===== config.mk =====
export PLATFORM = sky130hd
export DESIGN_NAME = instruction_dispatcher
export DESIGN_NICKNAME = d
export VERILOG_FILES = /design/src/rtl/instruction_dispatcher_pkg.sv /design/src/rtl/instruction_dispatcher_proc_tracker.sv /design/src/rtl/instruction_dispatcher.sv
export SDC_FILE = /design/constraint.sdc
export NUM_CORES = 1
export LEC_CHECK = 0
export ABC_AREA = 1
export CAP_MARGIN = 20
export CORE_AREA = 3 3 129 131
export CTS_CLUSTER_SIZE = 30
export DETAILED_ROUTE_END_ITERATION = 16
export DIE_AREA = 0 0 132 134
export PLACE_DENSITY = 0.76
export SLEW_MARGIN = 20
export SYNTH_ARGS = -nofsm -noshare
export SYNTH_HDL_FRONTEND = slang
export SYNTH_SLANG_ARGS = --single-unit

===== constraint.sdc =====
create_clock -name clk -period 1.94 [get_ports clk]
set_clock_uncertainty 0.1 [all_clocks]
set_input_delay 0.194 -clock clk [delete_from_list [all_inputs] [get_ports clk]]
set_output_delay 0.194 -clock clk [all_outputs]
set_load 0.01 [all_outputs]

===== src/rtl/instruction_dispatcher_pkg.sv =====
// Shared sizing, serializing-opcode constants and state encodings for the
// instruction dispatcher and its per-processor trackers.
package instruction_dispatcher_pkg;

   localparam int REGISTER_AMOUNT = 32;
   localparam int INSTR_WIDTH     = 32;

   localparam logic [6:0] OP_BRANCH = 7'b1100011;
   localparam logic [6:0] OP_JAL    = 7'b1101111;
   localparam logic [6:0] OP_JALR   = 7'b1100111;

   typedef enum logic [1:0] {EMPTY, CHECK, BOOT} disp_state_t;
   typedef enum logic [1:0] {FREE, STARTING, RUNNING} trk_state_t;

   // Control-flow instructions must see both processors drained and coherent.
   function automatic logic is_serializing(input logic [6:0] op);
      return (op == OP_BRANCH) || (op == OP_JAL) || (op == OP_JALR);
   endfunction

endpackage


===== src/rtl/instruction_dispatcher_proc_tracker.sv =====
// Tracks one processor's lifecycle: booted, observed busy, then idle again.
module proc_tracker
   import instruction_dispatcher_pkg::*;
(
   input  logic       clk,
   input  logic       rst_n,
   input  logic       boot,
   input  logic       idle,
   output trk_state_t state
);

   trk_state_t state_nx;

   always_ff @(posedge clk or negedge rst_n) begin
      if (!rst_n) state <= FREE;
      else        state <= state_nx;
   end

   // STARTING waits for the processor to drop idle so a stale idle flag
   // sampled right after boot is not mistaken for completion.
   always_comb begin
      state_nx = state;
      case (state)
         FREE:     if (boot)  state_nx = STARTING;
         STARTING: if (!idle) state_nx = RUNNING;
         RUNNING:  if (idle)  state_nx = FREE;
         default:             state_nx = FREE;
      endcase
   end

endmodule


===== src/rtl/instruction_dispatcher.sv =====
// Holds one fetched instruction, checks register hazards and processor
// availability, then issues it to one of two processors with a boot pulse.
module instruction_dispatcher #(
   parameter int REGISTER_AMOUNT = instruction_dispatcher_pkg::REGISTER_AMOUNT,
   parameter int INSTR_WIDTH     = instruction_dispatcher_pkg::INSTR_WIDTH,
   parameter int REG_CTN_WIDTH   = $clog2(REGISTER_AMOUNT)
)(
   input  logic                     clk,
   input  logic                     rst_n,
   input  logic                     instr_valid,
   input  logic [INSTR_WIDTH-1:0]   instr_data,
   output logic                     instr_ready,
   input  logic                     processor_idle_1,
   input  logic                     processor_idle_2,
   input  logic [0:REGISTER_AMOUNT-1] processing_register_table,
   input  logic                     synchronized_processors,
   output logic                     boot_renew_register_1,
   output logic                     boot_renew_register_2,
   output logic [REG_CTN_WIDTH-1:0] register_num,
   output logic [INSTR_WIDTH-1:0]   dispatch_instr_1,
   output logic [INSTR_WIDTH-1:0]   dispatch_instr_2
);
   import instruction_dispatcher_pkg::*;

   disp_state_t                state, state_nx;
   trk_state_t                 trk_1, trk_2;
   logic [INSTR_WIDTH-1:0]     hold_instr;
   logic [REGISTER_AMOUNT-1:0] recent_rd, rd_onehot;
   logic [4:0]                 rd, rs1, rs2;
   logic                       hazard, elig_1, elig_2, ser_ok, go;

   assign rd  = hold_instr[11:7];
   assign rs1 = hold_instr[19:15];
   assign rs2 = hold_instr[24:20];

   assign instr_ready = rst_n && (state == EMPTY);

   // recent_rd bridges the cycle between a boot and the table reflecting it.
   always_comb begin
      hazard = 1'b0;
      if (rd  != 5'd0 && (processing_register_table[rd]  || recent_rd[rd]))  hazard = 1'b1;
      if (rs1 != 5'd0 && (processing_register_table[rs1] || recent_rd[rs1])) hazard = 1'b1;
      if (rs2 != 5'd0 && (processing_register_table[rs2] || recent_rd[rs2])) hazard = 1'b1;
   end

   assign elig_1 = (trk_1 == FREE) && processor_idle_1;
   assign elig_2 = (trk_2 == FREE) && processor_idle_2;
   assign ser_ok = !is_serializing(hold_instr[6:0]) ||
                   (synchronized_processors && trk_1 == FREE && trk_2 == FREE);
   assign go     = !hazard && ser_ok && (elig_1 || elig_2);

   always_comb begin
      rd_onehot = '0;
      rd_onehot[register_num] = 1'b1;
   end

   always_ff @(posedge clk or negedge rst_n) begin
      if (!rst_n) state <= EMPTY;
      else        state <= state_nx;
   end

   always_comb begin
      state_nx = state;
      case (state)
         EMPTY:   if (instr_valid) state_nx = CHECK;
         CHECK:   if (go)          state_nx = BOOT;
         BOOT:                     state_nx = EMPTY;
         default:                  state_nx = EMPTY;
      endcase
   end

   // Boot outputs are registered on the CHECK->BOOT edge so the pulse
   // coincides exactly with the BOOT state.
   always_ff @(posedge clk or negedge rst_n) begin
      if (!rst_n) begin
         hold_instr            <= '0;
         recent_rd             <= '0;
         boot_renew_register_1 <= 1'b0;
         boot_renew_register_2 <= 1'b0;
         register_num          <= '0;
         dispatch_instr_1      <= '0;
         dispatch_instr_2      <= '0;
      end else begin
         boot_renew_register_1 <= 1'b0;
         boot_renew_register_2 <= 1'b0;
         recent_rd             <= '0;
         if (state == EMPTY && instr_valid) hold_instr <= instr_data;
         if (state == CHECK && go) begin
            boot_renew_register_1 <= elig_1;
            boot_renew_register_2 <= !elig_1;
            register_num          <= REG_CTN_WIDTH'(rd);
            if (elig_1) dispatch_instr_1 <= hold_instr;
            else        dispatch_instr_2 <= hold_instr;
         end
         if (boot_renew_register_1 || boot_renew_register_2) recent_rd <= rd_onehot;
      end
   end

   proc_tracker u_trk_1 (
      .clk   (clk),
      .rst_n (rst_n),
      .boot  (boot_renew_register_1),
      .idle  (processor_idle_1),
      .state (trk_1)
   );

   proc_tracker u_trk_2 (
      .clk   (clk),
      .rst_n (rst_n),
      .boot  (boot_renew_register_2),
      .idle  (processor_idle_2),
      .state (trk_2)
   );

endmodule


==> results.sh <==
export IMPL_outcome="finished, violations left"
export IMPL_violations="setup timing"
export IMPL_synth_edf_count=0
export IMPL_start_util_pct=39.2
export IMPL_synthArstFlopShare_pct=100
export IMPL_grt_max_degree=141
export IMPL_cp_end_kind="register"
export IMPL_fillers=1386
export IMPL_hold_viol_final=0
export IMPL_synth_warnings=0
export IMPL_num_rows=46
export IMPL_finalMaxSlewViolations=0
export IMPL_hp_class="in -> reg"
export IMPL_fp_dieH_um=134
export IMPL_place_ws_ns=-0.445
export IMPL_worst_pin_slew_ns=0.719
export IMPL_relSlewSlack_pct=52.1
export IMPL_crit_end="dispatch_instr_1[14]"
export IMPL_groute_usage_overall_pct=21.3
export IMPL_drtIter0Drc=328
export IMPL_yosys_top_cells_area="dfrtp_1 57%, nand2_1 17%, nor2_1 6.5%"
export IMPL_cp_startpoint="hold_instr[8]"
export IMPL_vias_per_cell=4.91
export IMPL_critPathTopFamily="simple AND/OR/NAND/NOR gates"
export IMPL_synth_seq_cells=140
export IMPL_antenna_left=0
export IMPL_rrSetupSlack_ns=-0.35
export IMPL_drive_gt1_share_pct=20.1
export IMPL_post_drt_wl_per_cell_um=15.8
export IMPL_grt_pass1_vias=5815
export IMPL_synthCells=746
export IMPL_cts_path_max_buffers=2
export IMPL_clockRootBuffer="clkbuf_16"
export IMPL_ctsHtreeMaxLevel=4
export IMPL_antenna_found_initial=0
export IMPL_gp_congestion=0.884
export IMPL_critical_path_class="reg -> reg"
export IMPL_max_stage_delay_ns=0.45
export IMPL_clk_latency_ns=0.42
export IMPL_synth_most_common_cell="nand2_1"
export IMPL_required_ns=2.15
export IMPL_nets=1024
export IMPL_r2r_start="hold_instr[8]"
export IMPL_seq_area_frac_synth_pct=56.8
export IMPL_fin_util_pct=58.8
export IMPL_cp_max_fo=13
export IMPL_rsz0062_at_grt="true"
export IMPL_finalWirelength_mm=18.7
export IMPL_crit_chain="inv_4 > nor2_4 > and2_4 > nor2_1 > nand2_2 > nand3_2 > nand3_2 > nand2_2 > nor2_4 > buf_6 > nand4_1 > buf_6 > buf_12 > nand2_1 > nand2_1"
export IMPL_startpoint_type="register"
export IMPL_die_w_um=132
export IMPL_route_detailed_drc=0
export IMPL_antennaDiodeCount=0
export IMPL_ys_types=29
export IMPL_rr_worst_depth=15
export IMPL_vias=5807
export IMPL_maxCapViolations=0
export IMPL_finalCritPeriodShare_pct=118
export IMPL_yosys_top_cells_count="283 x nand2_1, 140 x dfrtp_1, 107 x nor2_1"
export IMPL_rr_endpoint="dispatch_instr_1[14]"
export IMPL_cp_depth=15
export IMPL_dominantRegCellSynth="dfrtp_1"
export IMPL_ioPinCount=142
export IMPL_numPortBuffers=140
export IMPL_yosys_area_top_type_share_pct=56.8
export IMPL_clkTransAtPathRegs_ns=0.06
export IMPL_syn_area_um2=6170
export IMPL_critical_path_buf_inv_count=4
export IMPL_gr_total_overflow=0
export IMPL_grt_pass1_wl_mm=29.7
export IMPL_cts_sinks=140
export IMPL_slowest_stage="dfrtp_2"
export IMPL_yosysTopAreaCell="dfrtp_1"
export IMPL_worst_slack_ns=-0.351
export IMPL_vdd_ir_drop_max_mv=0.763
export IMPL_synthesis_nets=816
export IMPL_syn_to_final_growth_pct=50.0
export IMPL_power_per_cell_area_nw_per_um2=1610
export IMPL_fmax_mhz=437
export IMPL_core_area_um2=15700
export IMPL_cts_buffers=17
export IMPL_cp_arrival_ns=2.50
export IMPL_dp_hpwl_mm=13.4
export IMPL_avgSynthCellArea_um2=8.27
export IMPL_dr_pass1_iters=5
export IMPL_period_needed_ns=2.29
export IMPL_setup_viol=73
export IMPL_leakage_nw=4.46
export IMPL_cts_tree="yes"
export IMPL_die_area_um2=17700
[area by class of cell]
type / instances / area, µm² / area share (%)
inverter: 34 / 135 / 1.46
timing repair buffer: 213 / 2120 / 22.9
clock inverter: 11 / 144 / 1.56
tap: 216 / 270 / 2.92
sequential: 140 / 3510 / 38.0
multi-input combinational: 548 / 2620 / 28.3
clock buffer: 21 / 450 / 4.87
[metal layers]
layer  routed length (µm)  part of all wire (%)  global-route usage (%)
met1                 8050                    43                    27.4
met2                 9220                    49                    35.4
met3                 1050                   5.6                    4.84
met4                  380                   2.0                    7.70
met5                    0                     0                       0
[registers in the layout, summed over array words and instances (netlist names)]
register,count
boot_renew_register_1,1
boot_renew_register_2,1
dispatch_instr_1,32
dispatch_instr_2,32
hold_instr,32
recent_rd,31
register_num,5
state,2
u_trk_1.state,2
u_trk_2.state,2
[cells in the final DEF, fill, tap and decap left out, types with 9 or more instances in the layout]
master and count:
nand2_2 34, dfrtp_1 134, nand2_1 246, o21ai_0 28, nor2_1 101, nand3_1 43, inv_1 26, buf_4 53
mux2_2 16, clkdlybuf4s50_1 138, nor2_4 9, buf_6 9, nand3_2 9, a21oi_1 26, clkbuf_16 18
[where the power goes]
group          switching (mW)  total, mW  internal (mW)  leakage [nW]
combinational            3.38       6.71           3.34          2.39
clock                    1.21       3.26           2.05         0.291
sequential              0.943       4.89           3.95          1.78
[kinds of logic after synthesis]
group           Yosys count  synth area share (%)
compound gates           66                  5.64
mux                      16                  2.92
simple gates            466                  30.6
buf+inv                  58                  3.98
flops                   140                  56.8
[timing repair]
action,4_1_cts,5_1_grt
pin swaps,20,20
hold buffers,1,0
setup buffers,3,8
endpoints found under the setup margin,72,74
cloned,1,1
hold endpoints to repair,140,0
resized for setup,39,49
[how the worst min path moves through the flow]
stage | startpoint | endpoint | slack [ns] | cells past startpoint
after floorplan | rst_n | boot_renew_register_1 | -0.20 | 0
after global placement | rst_n | dispatch_instr_1[4] | 0.29 | 2
after detailed placement | rst_n | dispatch_instr_1[6] | 0.29 | 2
after CTS | instr_data[9] | hold_instr[9] | 0.24 | 3
after global routing | instr_data[8] | hold_instr[8] | 0.26 | 3
final | instr_data[20] | hold_instr[20] | 0.25 | 3
[stage by stage]
stage | total power [mW] | cells | hold WS (ns) | TNS [ns] | cell area (µm²)
after CTS | 14.4 | 1175 | 0.238 | -14.88 | 9020
final | 14.9 | 1183 | 0.249 | -19.65 | 9250
after global routing | 15.8 | 1183 | 0.263 | -29.22 | 9250
after global placement | 10.7 | 1138 | 0.289 | -26.44 | 8270
after floorplan | 7.69 | 746 | -0.202 | -0.0491 | 6190
after detailed placement | 10.8 | 1138 | 0.293 | -29.04 | 8270
[tightest hold or removal path: stages]
cell             delay (ns)
clkdlybuf4s50_1        0.39
nor2_1                 0.10
a21oi_1                0.04
No activity file was read; power rests on OpenSTA's default activity.
